==> config.mk <==
export PLATFORM = sky130hd
export DESIGN_NAME = mdu
export DESIGN_NICKNAME = d
export VERILOG_FILES = /design/src/rtl/mdu_pkg.sv /design/src/rtl/mdu_div_core.sv /design/src/rtl/mdu.sv
export SDC_FILE = /design/constraint.sdc
export NUM_CORES = 2
export LEC_CHECK = 0
export CORE_MARGIN = 5
export CORE_UTILIZATION = 55
export DETAILED_ROUTE_END_ITERATION = 8
export PLACE_DENSITY = 0.83
export SYNTH_ARGS = -nofsm -noshare
export SYNTH_HDL_FRONTEND = slang
export SYNTH_SLANG_ARGS = --single-unit
==> constraint.sdc <==
create_clock -name clk -period 24.6 [get_ports clk]
set_input_delay 6.15 -clock clk [delete_from_list [all_inputs] [get_ports clk]]
set_output_delay 6.15 -clock clk [all_outputs]
set_load 0.05 [all_outputs]
==> src/rtl/mdu_pkg.sv <==
// mdu_pkg: shared encodings and sizes for the multiply/divide unit.
//   - mdu_op_e    : operation select driven by the EX stage
//   - mdu_state_e : top-level sequencing states
//   - mag()       : two's-complement magnitude helper used on divide operands
package mdu_pkg;

  localparam int unsigned XLEN     = 32;
  localparam int unsigned DIV_ITER = 32;
  localparam int unsigned CNT_W    = $clog2(DIV_ITER);

  typedef enum logic [1:0] {
    OP_MULT  = 2'b00,
    OP_MULTU = 2'b01,
    OP_DIV   = 2'b10,
    OP_DIVU  = 2'b11
  } mdu_op_e;

  typedef enum logic [1:0] {
    IDLE = 2'b00,
    MUL  = 2'b01,
    DIV  = 2'b10,
    FIX  = 2'b11
  } mdu_state_e;

  // Negate v when neg is set; 0x8000_0000 maps to itself, which is the
  // correct unsigned magnitude of the most negative value.
  function automatic logic [XLEN-1:0] mag(input logic [XLEN-1:0] v, input logic neg);
    return neg ? (~v + XLEN'(1)) : v;
  endfunction

endpackage

==> src/rtl/mdu_div_core.sv <==
// mdu_div_core: iterative restoring radix-2 divider on unsigned magnitudes.
// Ports:
//   clk, rst      : clock, synchronous active-high reset
//   load_i        : capture dividend_i/divisor_i and clear the iteration count
//   step_i        : perform one quotient-bit iteration this cycle
//   kill_i        : abandon the current division
//   dividend_i    : unsigned dividend magnitude
//   divisor_i     : unsigned divisor magnitude
//   quotient_o    : quotient shift register (final after the last step)
//   remainder_o   : partial remainder (final after the last step)
//   done_o        : high during the cycle whose step is the last iteration
module mdu_div_core
  import mdu_pkg::*;
(
  input  logic            clk,
  input  logic            rst,
  input  logic            load_i,
  input  logic            step_i,
  input  logic            kill_i,
  input  logic [XLEN-1:0] dividend_i,
  input  logic [XLEN-1:0] divisor_i,
  output logic [XLEN-1:0] quotient_o,
  output logic [XLEN-1:0] remainder_o,
  output logic            done_o
);

  logic [XLEN:0]    rem_q, rem_d;
  logic [XLEN-1:0]  quo_q, quo_d;
  logic [XLEN-1:0]  dvs_q;
  logic [CNT_W-1:0] cnt_q;
  logic             done_q;

  logic [XLEN+1:0]  shifted;
  logic             take;

  // One restoring step: shift in the next dividend bit, subtract if it fits.
  always_comb begin
    shifted = {rem_q, quo_q[XLEN-1]};
    take    = (shifted >= (XLEN+2)'(dvs_q));
    rem_d   = take ? (shifted[XLEN:0] - (XLEN+1)'(dvs_q)) : shifted[XLEN:0];
    quo_d   = {quo_q[XLEN-2:0], take};
  end

  always_ff @(posedge clk) begin
    if (rst) begin
      rem_q  <= '0;
      quo_q  <= '0;
      dvs_q  <= '0;
      cnt_q  <= '0;
      done_q <= 1'b0;
    end else if (kill_i) begin
      cnt_q  <= '0;
      done_q <= 1'b0;
    end else if (load_i) begin
      rem_q  <= '0;
      quo_q  <= dividend_i;
      dvs_q  <= divisor_i;
      cnt_q  <= '0;
      done_q <= 1'b0;
    end else if (step_i) begin
      rem_q  <= rem_d;
      quo_q  <= quo_d;
      cnt_q  <= cnt_q + CNT_W'(1);
      // Raised one step early so it is visible during the final step.
      done_q <= (cnt_q == CNT_W'(DIV_ITER - 2));
    end else begin
      done_q <= 1'b0;
    end
  end

  assign quotient_o  = quo_q;
  assign remainder_o = rem_q[XLEN-1:0];
  assign done_o      = done_q;

endmodule

==> src/rtl/mdu.sv <==
// mdu: iterative multiply/divide unit with architectural HI/LO registers.
// Ports:
//   clk, rst        : clock, synchronous active-high reset
//   start, op       : launch MULT/MULTU/DIV/DIVU (op 00/01/10/11) when idle
//   src_a, src_b    : rs / rt operands
//   flush           : cancel any in-flight operation, no HI/LO result write
//   hi_we, lo_we    : MTHI / MTLO commit of wdata
//   wdata           : MTHI / MTLO data
//   isbusy          : operation in flight (registered)
//   hi, lo          : HI / LO registers
module mdu
  import mdu_pkg::*;
#(
  parameter int unsigned MUL_LAT = 2
) (
  input  logic            clk,
  input  logic            rst,
  input  logic            start,
  input  logic [1:0]      op,
  input  logic [XLEN-1:0] src_a,
  input  logic [XLEN-1:0] src_b,
  input  logic            flush,
  input  logic            hi_we,
  input  logic            lo_we,
  input  logic [XLEN-1:0] wdata,
  output logic            isbusy,
  output logic [XLEN-1:0] hi,
  output logic [XLEN-1:0] lo
);

  localparam int unsigned MCNT_W = (MUL_LAT > 1) ? $clog2(MUL_LAT) : 1;

  mdu_state_e        state_q;
  logic [MCNT_W-1:0] mcnt_q;
  logic [XLEN-1:0]   a_q, b_q;
  logic              sgn_q;
  logic              qneg_q, rneg_q, dbz_q;
  logic [XLEN-1:0]   hi_q, lo_q;
  logic              busy_q;

  mdu_op_e           op_e;
  logic              op_signed;
  logic              launch_div;
  logic [XLEN-1:0]   abs_a, abs_b;

  logic signed [XLEN:0]     mul_a, mul_b;
  logic signed [2*XLEN-1:0] prod;

  logic [XLEN-1:0]   div_quo, div_rem;
  logic              div_done;
  logic [XLEN-1:0]   q_fix, r_fix;

  // Operand decode for the launch cycle.
  always_comb begin
    op_e       = mdu_op_e'(op);
    op_signed  = (op_e == OP_MULT) || (op_e == OP_DIV);
    launch_div = start && !flush && (state_q == IDLE) && op[1];
    abs_a      = mag(src_a, op_signed && src_a[XLEN-1]);
    abs_b      = mag(src_b, op_signed && src_b[XLEN-1]);
  end

  // 33x33 signed product of sign/zero-extended operands; low 64 bits are exact.
  always_comb begin
    mul_a = $signed({sgn_q & a_q[XLEN-1], a_q});
    mul_b = $signed({sgn_q & b_q[XLEN-1], b_q});
    prod  = (2*XLEN)'(mul_a) * (2*XLEN)'(mul_b);
  end

  mdu_div_core u_div (
    .clk         (clk),
    .rst         (rst),
    .load_i      (launch_div),
    .step_i      (state_q == DIV),
    .kill_i      (flush),
    .dividend_i  (abs_a),
    .divisor_i   (abs_b),
    .quotient_o  (div_quo),
    .remainder_o (div_rem),
    .done_o      (div_done)
  );

  // Sign fixup applied in FIX.
  always_comb begin
    q_fix = mag(div_quo, qneg_q);
    r_fix = mag(div_rem, rneg_q);
  end

  // Sequencer and HI/LO. Result writes come after MTHI/MTLO so they win.
  always_ff @(posedge clk) begin
    if (rst) begin
      state_q <= IDLE;
      mcnt_q  <= '0;
      a_q     <= '0;
      b_q     <= '0;
      sgn_q   <= 1'b0;
      qneg_q  <= 1'b0;
      rneg_q  <= 1'b0;
      dbz_q   <= 1'b0;
      hi_q    <= '0;
      lo_q    <= '0;
      busy_q  <= 1'b0;
    end else begin
      if (hi_we) hi_q <= wdata;
      if (lo_we) lo_q <= wdata;
      if (flush) begin
        state_q <= IDLE;
        mcnt_q  <= '0;
        busy_q  <= 1'b0;
      end else begin
        case (state_q)
          IDLE: begin
            if (start) begin
              a_q    <= src_a;
              b_q    <= src_b;
              sgn_q  <= op_signed;
              mcnt_q <= '0;
              busy_q <= 1'b1;
              if (op[1]) begin
                qneg_q  <= op_signed && (src_a[XLEN-1] ^ src_b[XLEN-1]);
                rneg_q  <= op_signed && src_a[XLEN-1];
                dbz_q   <= (src_b == '0);
                state_q <= DIV;
              end else begin
                state_q <= MUL;
              end
            end
          end
          MUL: begin
            if (mcnt_q == MCNT_W'(MUL_LAT - 1)) begin
              hi_q    <= prod[2*XLEN-1:XLEN];
              lo_q    <= prod[XLEN-1:0];
              state_q <= IDLE;
              busy_q  <= 1'b0;
            end else begin
              mcnt_q <= mcnt_q + MCNT_W'(1);
            end
          end
          DIV: begin
            if (div_done) state_q <= FIX;
          end
          FIX: begin
            // Divide by zero returns the raw dividend with no sign fixup.
            if (dbz_q) begin
              hi_q <= a_q;
              lo_q <= '1;
            end else begin
              hi_q <= r_fix;
              lo_q <= q_fix;
            end
            state_q <= IDLE;
            busy_q  <= 1'b0;
          end
          default: begin
            state_q <= IDLE;
            busy_q  <= 1'b0;
          end
        endcase
      end
    end
  end

  assign isbusy = busy_q;
  assign hi     = hi_q;
  assign lo     = lo_q;

endmodule

==> flow_metrics.tcl <==
set metrics [dict create \
    setup.worst_path.class "flip-flop to flip-flop" \
    hold_depth 2 \
    drive_gt1_share_pct 3.234 \
    core_um2 94730 \
    syn-cell-area_um2 52400 \
    arrival_ps 9810 \
    vias_per_cell 5.966 \
    fp.dieH_um 318.7 \
    holdCritStartpoint "b_q[17]" \
    routedWlPerCell_um 22.26 \
    rsz0062_at_grt "false" \
    ant_nets 0 \
    final_common_cell "inv_1" \
    port_buffers 168 \
    preCtsSetupSlack_ps 14770 \
    tightest_slew_ps 1210 \
    multi_input_area_um2 41740 \
    path_clk_slew_ps 70 \
    start_util_pct 55.32 \
    outcome "finished, final reports clean" \
    setup_viol 0 \
    reg2reg_depth 26 \
    row_count 113 \
    grt_pass1_vias 46150 \
    tns_ps 0 \
    track_usage_pct 31.83 \
    yosysWarnings 0 \
    required_ps 24990 \
    gp_congestion 0.9982 \
    setup_ws_ps 15180 \
    io_pins 169 \
    worstSetupStartpointType "flip-flop" \
    clock_sinks 239 \
    synthDistinctLibCells 72 \
    powerDensity_nw_per_um2 25.00 \
    vias 43530 \
    worst_clock_skew_ps 22.38 \
    grt_pass1_wl_um 255800 \
    h-tree-depth 1 \
    antenna_found_initial 5 \
    timing.fmax_ghz 0.1061 \
    drt_iter0_drc 4534 \
    fin_nets 7494 \
    rr_startpoint "a_q[31]" \
    end_kind "flip-flop" \
    postSynth.asyncResetShare_pct 0 \
    fin_crit_sh_pct 38.31 \
    postSynthAreaPerCell_um2 8.558 \
    ir_worst_vdd_v 0.00004191 \
    drc 0 \
    leakage_nw 25.85 \
    ff_latch_area_um2 4806 \
    synth_ff_type "dfxtp_1" \
    synthesis.nets 7603 \
    grt_start_max_net_pins 162 \
    finalHoldViolCount 0 \
    slew_headroom_pct 19.25 \
    syn2layout_area_growth_pct 6.335 \
    routed_wl_um 162400 \
    cts_made_buffers 24 \
    hold_buffers 0 \
    max_cap_viol_count 0 \
    cts_setup_buffers 0 \
    fp.dieW_um 318.7 \
    clk_latency_ps 560 \
    crit_path_max_fanout 53 \
    grt-ovfl-total 0 \
    hold_class "flip-flop to flip-flop" \
    ys_ff_latch 239 \
    ys_seq_area_share_pct 9.131 \
    ctsResizeCount 0 \
    drt_first_pass_iters 6 \
    hpwl_um 122900 \
    nFillCells 7996 \
    root_buffer "clkbuf_16" \
    cts_buffer_depth 3 \
    synth_edf_count 0 \
    final_max_slew_viol_count 0 \
    synth_cells 6123 \
    worstSetupStartpoint "a_q[31]" \
    cts_tree "done" \
    period_needed_ps 9424 \
    most-common-layout-cells "1183 x inv_1, 1126 x fa_1, 1083 x nand2_1, 349 x and2_1, 250 x ha_1" \
    fp.dieArea_um2 101500 \
]
## area by class of cell
type	instances	area share, %
flip-flops and latches	239	8.625
clock buffers	32	1.242
diodes	2	0.008982
multi-input cells	4311	74.91
well taps	1265	2.841
repair buffers	254	4.177
clock inverters	9	0.2246
inverters	1184	7.976
## per-stage QoR
stage	cell area [µm²]	power [mW]	hold slack (ps)	std cells	utilization, %
CTS	55710	1.379	454.2	7294	58.82
detailed placement	54900	0.9871	441.3	7253	57.95
finish	55720	1.393	453.1	7296	58.82
global route	55710	1.448	467.6	7294	58.82
floorplan	52400	0.7886	425.9	6123	-
global placement	54900	0.9750	442.0	7253	57.95
## sequential cells by signal, summed over array words and instances, names as in the netlist
register	cells
dbz_q	1
qneg_q	1
u_div.dvs_q	32
u_div.cnt_q	5
mcnt_q	1
u_div.quotient_o	32
isbusy	1
hi	32
sgn_q	1
a_q	32
u_div.done_o	1
b_q	32
rneg_q	1
state_q	2
u_div.rem_q	33
lo	32
## synth_stat cells, drive strengths merged (6+ instances only)
| master | instances | area, µm² |
|---|---|---|
| inv | 1183 | 4441 |
| fa | 1126 | 22540 |
| nand2 | 1084 | 4069 |
| clkbuf | 375 | 1408 |
| and2 | 350 | 2190 |
| ha | 250 | 3128 |
| dfxtp | 239 | 4785 |
| a21oi | 235 | 1176 |
| nor2 | 208 | 780.8 |
| o21ai | 188 | 940.9 |
| xnor2 | 138 | 1209 |
| xor2 | 81 | 709.4 |
| mux2i | 70 | 700.7 |
| a21o | 51 | 382.9 |
| a211oi | 46 | 345.3 |
| nor3 | 43 | 215.2 |
| o31ai | 35 | 262.8 |
| a311oi | 34 | 297.8 |
| o22ai | 27 | 168.9 |
| o211ai | 25 | 187.7 |
| and3 | 23 | 143.9 |
| a31oi | 22 | 137.6 |
| o41ai | 21 | 191.4 |
| o221ai | 20 | 175.2 |
| or3 | 20 | 145.1 |
| nand2b | 19 | 118.9 |
| nand4 | 19 | 118.9 |
| nand3 | 18 | 90.09 |
| mux2 | 17 | 191.4 |
| o21a | 16 | 120.1 |
| buf | 14 | 55.05 |
| nor2b | 14 | 87.58 |
| or2 | 14 | 87.59 |
| or4 | 14 | 108.9 |
| nor4 | 12 | 75.07 |
| a22oi | 8 | 60.06 |
| o21bai | 7 | 52.55 |
| a221oi | 6 | 52.55 |
## cell families after synthesis
family / count (synthesis) / share of synthesized area [%]
DFF: 239 / 9.131
AOI/OAI and AO/OA: 780 / 9.367
xor gates and xnor gates: 219 / 3.660
and+or+nand+nor: 1849 / 15.88
buffers and inverters: 1573 / 11.27
adders and majority gates: 1376 / 48.99
muxes: 87 / 1.702
## critical path, cell delays in order (launching register included)
cell and delay (ps):
dfxtp_1 310, buf_4 440, and2_1 640, nand2_1 240, inv_1 140, fa_1 400, inv_1 240, fa_1 500
inv_1 230, fa_1 500, fa_1 890, inv_1 380, fa_1 570, inv_1 60, fa_1 540, inv_1 50
fa_1 450, fa_1 490, inv_1 40, ha_1 360, a21o_1 220, a21o_1 170, a21o_1 190, o41a_1 450
a31oi_1 210, xor2_1 280, o221ai_1 160
## path summary, 6_finish.rpt
| path | slack (ps) | to |
|---|---|---|
| hold / removal | 450 | b_q[17] |
| setup reg to reg | 15180 | hi[25] |
| setup / recovery | 15180 | hi[25] |
| hold reg to reg | 450 | b_q[17] |
## power by group
group,internal [mW],switching [mW],total (mW)
logic,0.193,0.364,0.556
registers,0.406,0.0328,0.439
clock network,0.228,0.170,0.398
## layer usage
layer | GRT usage (%) | routed length [µm]
met1 | 39.55 | 57080
met2 | 51.19 | 74260
met3 | 7.753 | 18830
met4 | 17.97 | 12230
met5 | 0 | 0
Note: power is estimated with default switching activity, not from simulation.
